[src/rtl/landing_decoder.sv]
// Landing-light receive decoder: classifies consecutive lamp patterns into wind modes and locks on agreement.
// Optional saturating error counter enabled by defining LANDING_DECODER_ERR_COUNT_EN.
module landing_decoder #(
    parameter int LOCK_COUNT = 3,
    parameter int CNT_W      = 4
) (
    input  logic       clk,
    input  logic       reset,
    input  logic       valid,
    input  logic [2:0] pattern,
    output logic [1:0] mode,
    output logic       locked,
    output logic       mode_change,
    output logic       err,
    output logic [7:0] err_count
);

    localparam logic [2:0] CODE_C = 3'b101;
    localparam logic [2:0] CODE_A = 3'b010;
    localparam logic [2:0] CODE_L = 3'b100;
    localparam logic [2:0] CODE_R = 3'b001;

    localparam logic [1:0] CLS_CALM  = 2'b00;
    localparam logic [1:0] CLS_WIND0 = 2'b01;
    localparam logic [1:0] CLS_WIND1 = 2'b10;
    localparam logic [1:0] CLS_BAD   = 2'b11;

    localparam logic [CNT_W-1:0] LOCK_CNT = CNT_W'(LOCK_COUNT);

    typedef enum logic [1:0] {
        IDLE   = 2'b00,
        TRACK  = 2'b01,
        LOCKED = 2'b10
    } state_t;

    state_t           state;
    logic [2:0]       prev_code;
    logic [1:0]       cand;
    logic [CNT_W-1:0] cnt;

    logic [1:0]       cls;
    logic [1:0]       cand_nxt;
    logic [CNT_W-1:0] cnt_nxt;
    logic             err_set;

    function automatic logic code_legal(input logic [2:0] p);
        return (p == CODE_C) || (p == CODE_A) || (p == CODE_L) || (p == CODE_R);
    endfunction

    function automatic logic [1:0] classify(input logic [2:0] p, input logic [2:0] c);
        logic [1:0] r;
        case ({p, c})
            {CODE_C, CODE_A}, {CODE_A, CODE_C},
            {CODE_L, CODE_C}, {CODE_R, CODE_C}: r = CLS_CALM;
            {CODE_L, CODE_R}, {CODE_R, CODE_A},
            {CODE_A, CODE_L}, {CODE_C, CODE_L}: r = CLS_WIND0;
            {CODE_R, CODE_L}, {CODE_L, CODE_A},
            {CODE_A, CODE_R}, {CODE_C, CODE_R}: r = CLS_WIND1;
            default:                            r = CLS_BAD;
        endcase
        return r;
    endfunction

    function automatic logic [CNT_W-1:0] sat_inc(input logic [CNT_W-1:0] c);
        return (c >= LOCK_CNT) ? LOCK_CNT : c + CNT_W'(1);
    endfunction

    // Agreement counting: a new class restarts the run at one.
    always_comb begin
        cls      = classify(prev_code, pattern);
        cand_nxt = cand;
        cnt_nxt  = sat_inc(cnt);
        if (cls != cand) begin
            cand_nxt = cls;
            cnt_nxt  = CNT_W'(1);
        end
        err_set = 1'b0;
        if (valid) begin
            case (state)
                IDLE:          err_set = !code_legal(pattern);
                TRACK, LOCKED: err_set = (cls == CLS_BAD);
                default:       err_set = 1'b0;
            endcase
        end
    end

    always_ff @(posedge clk) begin
        if (reset) begin
            state       <= IDLE;
            prev_code   <= 3'b000;
            cand        <= CLS_CALM;
            cnt         <= '0;
            mode        <= CLS_CALM;
            locked      <= 1'b0;
            mode_change <= 1'b0;
            err         <= 1'b0;
        end else begin
            mode_change <= 1'b0;
            err         <= err_set;
            if (valid) begin
                case (state)
                    IDLE: begin
                        if (code_legal(pattern)) begin
                            prev_code <= pattern;
                            state     <= TRACK;
                        end
                    end
                    TRACK, LOCKED: begin
                        if (err_set) begin
                            locked <= 1'b0;
                            cnt    <= '0;
                            if (code_legal(pattern)) begin
                                prev_code <= pattern;
                                state     <= TRACK;
                            end else begin
                                state     <= IDLE;
                            end
                        end else begin
                            prev_code <= pattern;
                            cand      <= cand_nxt;
                            cnt       <= cnt_nxt;
                            if (state == TRACK) begin
                                if (cnt_nxt == LOCK_CNT) begin
                                    locked      <= 1'b1;
                                    mode        <= cand_nxt;
                                    mode_change <= 1'b1;
                                    state       <= LOCKED;
                                end
                            end else if (cnt_nxt == LOCK_CNT && cand_nxt != mode) begin
                                mode        <= cand_nxt;
                                mode_change <= 1'b1;
                            end
                        end
                    end
                    default: state <= IDLE;
                endcase
            end
        end
    end

`ifdef LANDING_DECODER_ERR_COUNT_EN
    always_ff @(posedge clk) begin
        if (reset) begin
            err_count <= 8'd0;
        end else if (err_set && err_count != 8'd255) begin
            err_count <= err_count + 8'd1;
        end
    end
`else
    assign err_count = 8'd0;
`endif

endmodule

[config.mk]
export PLATFORM = sky130hd
export DESIGN_NAME = landing_decoder
export DESIGN_NICKNAME = d
export VERILOG_FILES = /design/src/rtl/landing_decoder.sv
export SDC_FILE = /design/constraint.sdc
export NUM_CORES = 1
export LEC_CHECK = 0
export ABC_AREA = 1
export BUFFER_PORTS_ARGS = -buffer_cell sky130_fd_sc_hd__buf_2
export CAP_MARGIN = 5
export CORE_MARGIN = 2
export CORE_UTILIZATION = 63
export CTS_BUF_LIST = sky130_fd_sc_hd__clkbuf_2
export DETAILED_ROUTE_END_ITERATION = 10
export GPL_ROUTABILITY_DRIVEN = 0
export PLACE_DENSITY = 0.95
export SLEW_MARGIN = 10
export SYNTH_ARGS = -nofsm -noshare
export SYNTH_HDL_FRONTEND = slang
export SYNTH_SLANG_ARGS = --single-unit
[constraint.sdc]
create_clock -name clk -period 5.1 [get_ports clk]
set_clock_uncertainty 0.05 [all_clocks]
set_input_delay 0.255 -clock clk [delete_from_list [all_inputs] [get_ports clk]]
set_output_delay 0.255 -clock clk [all_outputs]
set_load 0.005 [all_outputs]
; ---- Yosys cells after proc, flatten, opt, wreduce, memory -nomap -nowiden
; Cells that the tools add are included.
[classes]
n_addsub = 1
mul = 0
div_mod_pow = 0
magnitude_cmp = 1
eq_ne = 26
shifts = 0
muxes = 25
bitwise_logic = 3
n_reduce_logical = 21
[op_table]
columns = cell, count
row1 = 6-bit equality test (second input constant), 6
row2 = 6-bit by 4-bit equality test with 1-bit output (second input constant), 3
row3 = 6-bit by 5-bit equality test with 1-bit output (second input constant), 3
row4 = 2-bit two-way mux, 8
row5 = 4-bit OR reduction, 4
row6 = 4-bit two-way mux, 3
row7 = 1-bit two-way mux, 8
row8 = 4-bit AND reduction, 2
row9 = 2-bit nonzero test, 4
row10 = 3-bit equality test (second input constant), 2
row11 = 3-bit two-way mux, 2
row12 = 3-bit inequality test (second input constant), 2
row13 = 2-bit one-hot mux with 3 select lines, 1
row14 = 3-bit one-hot mux with 2 select lines, 1
row15 = 5-bit AND reduction, 1
row16 = 4-bit by 1-bit adder with 4-bit output (second input constant), 1
row17 = 2-bit equality test (second input constant), 2
row18 = 4-bit by 2-bit equality test with 1-bit output (second input constant), 1
row19 = 4-bit by 2-bit >= comparator with 1-bit output (second input constant), 1
row20 = 2-bit inequality test, 2
row21 = 2-bit one-hot mux with 2 select lines, 1
row22 = 2-bit AND reduction, 2
row23 = 3-bit by 1-bit equality test with 1-bit output (second input constant), 1
row24 = 3-bit by 2-bit equality test with 1-bit output (second input constant), 1
row25 = 11 further kinds, 15
[word_totals]
reg_bits = 16
latch_bits = 0
ramBits = 0
rom_bits = 0
out_inout_bits = 13
word_cells = 85
mem_count = 0

; ---- Longest topological paths before layout
; Gate-level depths: netlist of the first run.
[depth]
depth_word = 10
depth_mapped = 15

; ---- Worst setup path before layout of the first run
; No wires, ideal clock.
[synth_path]
path_type = flip-flop to flip-flop
startpoint = register prev_code[0]
endpoint = register mode[1]
arrival_time_ns = 1.451
path_slack_ns = 3.486
stages_incl_launch_ff = 14
path_buffers = 0
cell_sequence = dfxtp_1 inv_2 nor2_2 nand3_1 nand2_2 nor2_4 nand2_4 nand2_2 nand2_2 nand4_2 nor2_2 nand2_1 o21ai_1 nor2_1
[synth_between]
elab_chain_len = 9
word_cells_on_any_way = 32
cone_classes = 17 x eq/ne / 8 x mux / 1 x bitwise / 6 x reduce/logical
[synth_rtl]
columns = item, line
row1 = start: declaration, 37  ; logic [2:0] prev_code;
row2 = start signal: assignment, 104  ; prev_code <= pattern;
row3 = start signal: assignment, 113  ; prev_code <= pattern;
row4 = start signal: assignment, 119  ; prev_code <= pattern;
row5 = "6-bit by 4-bit equality test with 1-bit output, or another cell as far along", 52  ; case ({p, c})
row6 = 4-bit OR reduction, 52
row7 = 2-bit one-hot mux with 3 select lines *, 52
row8 = 2-bit inequality test, 73  ; if (cls != cand) begin
row9 = 4-bit two-way mux / 2-bit two-way mux (equally long branches), 73
row10 = 4-bit by 2-bit equality test with 1-bit output / 2-bit inequality test (equally long branches), "123, 129"
row11 = 1-bit logical AND, 129  ; end else if (cnt_nxt == LOCK_CNT && cand_nxt != mode) begin
row12 = 2-bit nonzero test (no source line), n/a
row13 = 5-bit AND reduction (no source line), n/a
row14 = end signal: assignment, 125  ; mode <= cand_nxt;
row15 = end signal: assignment, 130  ; mode <= cand_nxt;
row16 = end: declaration, 11  ; output logic [1:0] mode,
; Mark *: on every way between the ends. The rest lies on a longest branch, timed or not. The select of a mux whose other input is x is not followed.
; A chain may end at the register's enable or synchronous reset.

; ---- Worst setup path after layout of the first run
[layout_path]
startpoint = register prev_code[1]
endpoint = register mode[1]
; Same word-level chain as after synthesis.

==> run metrics, run 1 <==
Multi-input gate area=800 µm²; Synth Warn #=0; most used cell, CP=nand2_1; CP top delay family=simple AND/OR/NAND/NOR gates; NumNets Final=225; number of DRC markers in iteration 0=47; Critical Path Sink Type=flop; die height=49.0 µm; cts repair resizes=0; RSZ-0062 raised after global routing=no; Worst EP required=5.27 ns; total core area=0.00194 mm²; H-tree depth=1; number of synthesized register bits=16; ys async rst share=0%; Port Buf Inserts=10; leading cell type in the layout, fill and taps excluded=nand2_1; Syn Inst Count=202; Row Count=16; Max Fclk=534 MHz; CTS tree=done; Final Hold Viols=0; Hold Crit Class=in2reg; min Tclk post-route=1.87 ns; vias in the first global route=1,118; Synth Flop Type=dfxtp_1; first-pass GRT wire length=4540 µm; CP max stage delay=0.46 ns; Pre-antenna DRT Iters=4; Starting Density=65.6%; # diodes=0; CP Class=reg2reg; total power=0.388 mW; status=complete, no violations; Fin Hold WS=0.159 ns; number of synthesized flops with an enable pin=0; clk buf depth=2; crit-path cells=inv_1 -> nor2_2 -> nand3_1 -> nand2_1 -> nor2_1 -> nand2_2 -> nand2_1 -> nand2_2 -> nand4_2 -> nor2_2 -> nand2_1 -> o21ai_1 -> nor2_1; pwr dens=290 mW/mm²; register area=320 µm²; most frequent cells in the layout=nand2_1, inv_1, nor2_1; total global routing overflow=0; Sink Count=16; CTS Hold Buffers Added=0; Final setup viols=0; Detailed Place HPWL=2100 µm; Pins Over Slew Limit=0; sequential share of the synthesized area=25.1%; maxcap violations=0; die span in x=49.0 µm; Vias per Instance=5.15; postcts setup bufs=0; number of top-level pins=19; largest net degree at the start of global routing=10; clock root buffer=clkbuf_2; Post-Syn Area per Cell=6.31 µm²; Distinct cells, synth=25; Post-Layout Cell Count=241; TritonCTS Buffers=3; CP max stage cell=dfxtp_1; Final period util=36.7%; post-route ant nets=0; Worst setup SP type=flop; initial antenna violation count=0; crit-path max FO=4; vias=1,240; Inst Count DP=237; # fillers=179; Total Routing Usage GR=24.3%; Worst VDD drop=0.227 mV; cell area after synthesis=0.00127 mm²; area delta synth->final=5.11%; WP buf/inv=1; Die ar.=0.00240 mm²; setup TNS=0 ns; drt wl/cell=10.9 µm; worst skew pair latency=0.31 ns; drt drc=0; fraction of layout cells with a size suffix above 1=20.1%; Leak=0.675 nW; Routed WL=2630 µm; critical path arrival=2.04 ns; Clock Pin Slew Worst Setup and Hold Paths=0.16 ns
==> routing by layer <==
| metal | part of all wire [%] | wire length, µm | vias to the layer above | track usage (%) |
|---|---|---|---|---|
| met5 | 0 | 0 | - | 0 |
| met4 | 2.2 | 57 | 0 | 10.5 |
| met3 | 5.5 | 146 | 7 | 4.91 |
| met2 | 47 | 1250 | 44 | 40.6 |
| met1 | 45 | 1180 | 549 | 30.1 |
| li1 | - | - | 640 | - |
==> synthesized netlist by cell type, types with 2 or more instances <==
cell type / number / area share [%]
nand4_1: 3 / 1.5
nor2_4: 6 / 5.3
nor2_2: 4 / 2.0
dfxtp_1: 16 / 25
buf_4: 8 / 4.7
o21ai_0: 4 / 1.6
inv_1: 27 / 8.0
nand2_2: 11 / 5.4
nand3_1: 20 / 7.9
nand2_1: 46 / 14
nor2_1: 26 / 7.7
ha_1: 4 / 3.9
inv_2: 4 / 1.2
nand2_4: 2 / 1.8
a21oi_1: 11 / 4.3
==> sequential cells by signal (all words and copies together), names as in the netlist <==
register and flops:
locked 1, prev_code 3, state 2, cand 2, mode_change 1, mode 2, cnt 4, err 1
==> per-stage QoR <==
stage | utilization [%] | setup slack (ns) | instance area, µm²
2_1_floorplan | - | 3.49 | 1300
3_3_place_gp | 68.0 | 3.31 | 1320
3_5_place_dp | 68.0 | 3.28 | 1320
4_1_cts | 68.9 | 3.24 | 1340
5_1_grt | 68.9 | 3.01 | 1340
6_report | 68.9 | 3.23 | 1340
==> layout make-up <==
class                           count  share of cell area, %
Clock buffer                        3                   1.12
Clock inverter                      1                  0.280
Inverter                           31                   8.69
Multi-Input combinational cell    153                   59.7
Sequential cell                    16                   23.9
Tap cell                           27                   2.52
Timing Repair Buffer               10                   3.74
==> where the power goes <==
group,switching (mW),internal [mW]
sequential,0.0121,0.138
combinational,0.121,0.0572
clock,0.0430,0.0170
==> logic make-up after synthesis <==
kind of cell | count (synthesis) | synth area share, %
adder cells (fa/ha/maj) | 4 | 3.93
other | 1 | 0.294
AO/OA/AOI/OAI | 20 | 9.14
buffers and inverters | 40 | 14.1
flip-flops | 16 | 25.1
AND/OR/NAND/NOR | 121 | 47.3
==> path summary, 6_finish.rpt <==
kind	startpoint	endpoint	slack (ns)	depth (start not counted)
hold reg to reg	cnt[3]	cnt[3]	0.40	2
setup / recovery	prev_code[1]	mode[1]	3.23	13
hold / removal	reset	prev_code[1]	0.16	2
setup reg to reg	prev_code[1]	mode[1]	3.23	13
Note: power is estimated with default switching activity, not from simulation.
==> inputs of run 2 (changes only) <==
ABC_AREA = 0   (was 1)
CORE_UTILIZATION = 52   (was 63)
PLACE_DENSITY = 0.86   (was 0.95)
clock period = 1.7 ns   (was 5.1 ns; I/O delays follow)
==> run 2 against run 1 <==
The run now ends with negative setup slack left. First-iteration DRC count decreased by 68%. Largest power group is now registers. Critical path type unchanged. Flip-flop and latch count unchanged. Clock power increased to 2.9 times the previous value.
==> run metrics, run 2 <==
worst setup margin=-0.233 ns (-3.46 ns); largest net degree at the start of global routing=18 (+8); WP buf/inv=0 (-1); total power=0.815 mW (+110%); drt drc=0 (unchanged); Pins Over Slew Limit=0 (unchanged); maxcap violations=0 (unchanged); failing checks=negative setup slack; Final Hold Viols=0 (unchanged); CTS Hold Buffers Added=0 (unchanged); Synth Warn #=0 (unchanged); drt wl/cell=16.3 µm (+49%); fraction of layout cells with a size suffix above 1=36.5% (+16 points); RSZ-0062 raised after global routing=yes; first-pass GRT wire length=4900 µm (+7.9%); max reg flops=4 (unchanged); cell area after synthesis=0.00121 mm² (-4.6%); CP Class=reg2reg; area delta synth->final=27.8%; Worst EP required=1.89 ns (-3.38 ns); status=complete, but fails checks; Syn Inst Count=139 (-31%); Final setup viols=13 (+13); Worst VDD drop=0.405 mV (+78%); total core area=0.00221 mm² (+14%); number of top-level pins=19 (unchanged); Fin Hold WS=0.102 ns (-0.0570 ns); largest cells by area after synthesis=dfxtp_1, buf_4, ha_1; number of synthesized flops with an enable pin=0 (unchanged); top-count cell post-synth=dfxtp_1; clk buf depth=2 (unchanged); Multi-input gate area=912 µm² (+14%); CP top delay family=compound AO/OA/AOI/OAI gates; die height=52.3 µm (+6.9%); Leak=0.656 nW (-2.9%); Hold Crit Class=in2reg; critical path arrival=2.12 ns (+0.08 ns); Synth Flop Type=dfxtp_1; leading cell type in the layout, fill and taps excluded=buf_4; # fillers=167 (-6.7%); Worst setup SP type=flop; pwr dens=525 mW/mm² (+81%); crit-path cells=or3b_4 -> o32ai_4 -> a211o_2 -> a21oi_1 -> a31oi_4 -> mux2i_1; CP max stage cell=or3b_4; CTS tree=done; crit-path max FO=4 (unchanged); Final period util=114% (+77 points); sequential share of the synthesized area=26.4% (+1.2 points); worst skew pair latency=0.32 ns (about the same); Sink Count=16 (unchanged); vias in the first global route=1,073 (-4.0%); largest registers=cnt x4, prev_code x3; post-route ant nets=0 (unchanged); initial antenna violation count=0 (unchanged); Post-Layout Cell Count=195 (-19%); Critical Path Sink Type=flop; total global routing overflow=0 (unchanged); NumNets Final=179 (-20%); dominant cell type by area after synthesis=dfxtp_1; Die ar.=0.00274 mm² (+14%); Max Fclk=517 MHz (-3.0%); Total Routing Usage GR=24.0% (-0.25 points); Detailed Place HPWL=2090 µm (-0.59%); setup TNS=-1.74 ns (-1.74 ns); Top reg by flops=cnt; ys async rst share=0% (unchanged); register area=327 µm² (+2.0%); Row Count=17 (+1); Routed WL=3170 µm (+20%); Distinct cells, synth=52 (+110%); most frequent cells in the layout=buf_4, dfxtp_1, nand2_1, buf_2, a21oi_1; share of the synthesized area in the top cell type=26.4% (+1.2 points); die span in x=52.3 µm (+6.9%); min Tclk post-route=1.93 ns (+0.0586 ns); CP max stage delay=0.43 ns (-0.03 ns); Vias per Instance=5.85 (+14%); Port Buf Inserts=10 (unchanged); H-tree depth=1 (unchanged); Starting Density=54.9% (-11 points); vias=1,141 (-8.0%); # diodes=0 (unchanged); Pre-antenna DRT Iters=4 (unchanged); synth cell count leaders=dfxtp_1, nand2_1, buf_4, a21oi_1, nor2_1; number of DRC markers in iteration 0=15 (-68%); number of synthesized register bits=16 (unchanged); Clock Pin Slew Worst Setup and Hold Paths=0.16 ns (about the same); Inst Count DP=187 (-21%); Post-Syn Area per Cell=8.74 µm² (+39%); TritonCTS Buffers=3 (unchanged); clock root buffer=clkbuf_2
==> run 2: worst reg2reg max path, cell delays in order, from the launching register on <==
cell and delay [ns]:
dfxtp_4 0.39, or3b_4 0.43, o32ai_4 0.25, a211o_2 0.21, a21oi_1 0.12, a31oi_4 0.18
mux2i_1 0.22
==> run 2: report_power, final <==
group | internal (mW) | switching, mW
Sequential | 0.384 | 0.00983
Combinational | 0.110 | 0.135
Clock | 0.0480 | 0.129
==> run 2: cell families (layout without fill, tap and decap cells) <==
family / count (synthesis) / count (layout) / synth area share, %
multiplexers: 3 / 3 / 2.47
other: 1 / 8 / 0.309
AO/OA/AOI/OAI: 38 / 38 / 25.1
AND/OR/NAND/NOR: 48 / 48 / 23.0
adder cells (fa/ha/maj): 4 / 4 / 4.12
buffers and inverters: 23 / 42 / 12.2
XOR/XNOR: 6 / 8 / 6.49
flip-flops: 16 / 16 / 26.4
==> run 2: cell type report <==
class	count	area share [%]
flip-flops and latches	16	21.0
well taps	28	2.26
clock buffers	3	0.967
repair buffers	31	15.1
multi-input cells	109	58.7
inverters	8	1.93
==> run 2: layer usage <==
metal	up-vias	routed length, µm	GRT usage, %
li1	546	-	-
met1	537	1270	27.8
met2	44	1670	44.0
met3	14	135	3.14
met4	0	103	9.40
met5	-	0	0
==> run 2: timing repair <==
item | CTS | global route
pin swaps | 16 | 14
endpoints found under the setup margin | 13 | 13
cloned | 2 | 0
setup buffers | 3 | 1
resized for setup | 7 | 20
==> run 2: worst paths after layout <==
kind	from	end	slack, ns	cells past startpoint
worst min register to register	locked	locked	0.44	2
worst max-delay path	prev_code[0]	state[0]	-0.23	6
worst max register to register	prev_code[0]	state[0]	-0.23	6
worst min-delay path	reset	prev_code[0]	0.10	2
==> run 2: metrics by stage <==
stage / utilization, % / cell area (µm²) / setup slack, ns
floorplan: - / 1250 / -0.149
global placement: 61.0 / 1350 / -0.119
detailed placement: 61.0 / 1350 / -0.217
CTS: 65.7 / 1450 / -0.228
global route: 70.2 / 1550 / -0.280
finish: 70.2 / 1550 / -0.233
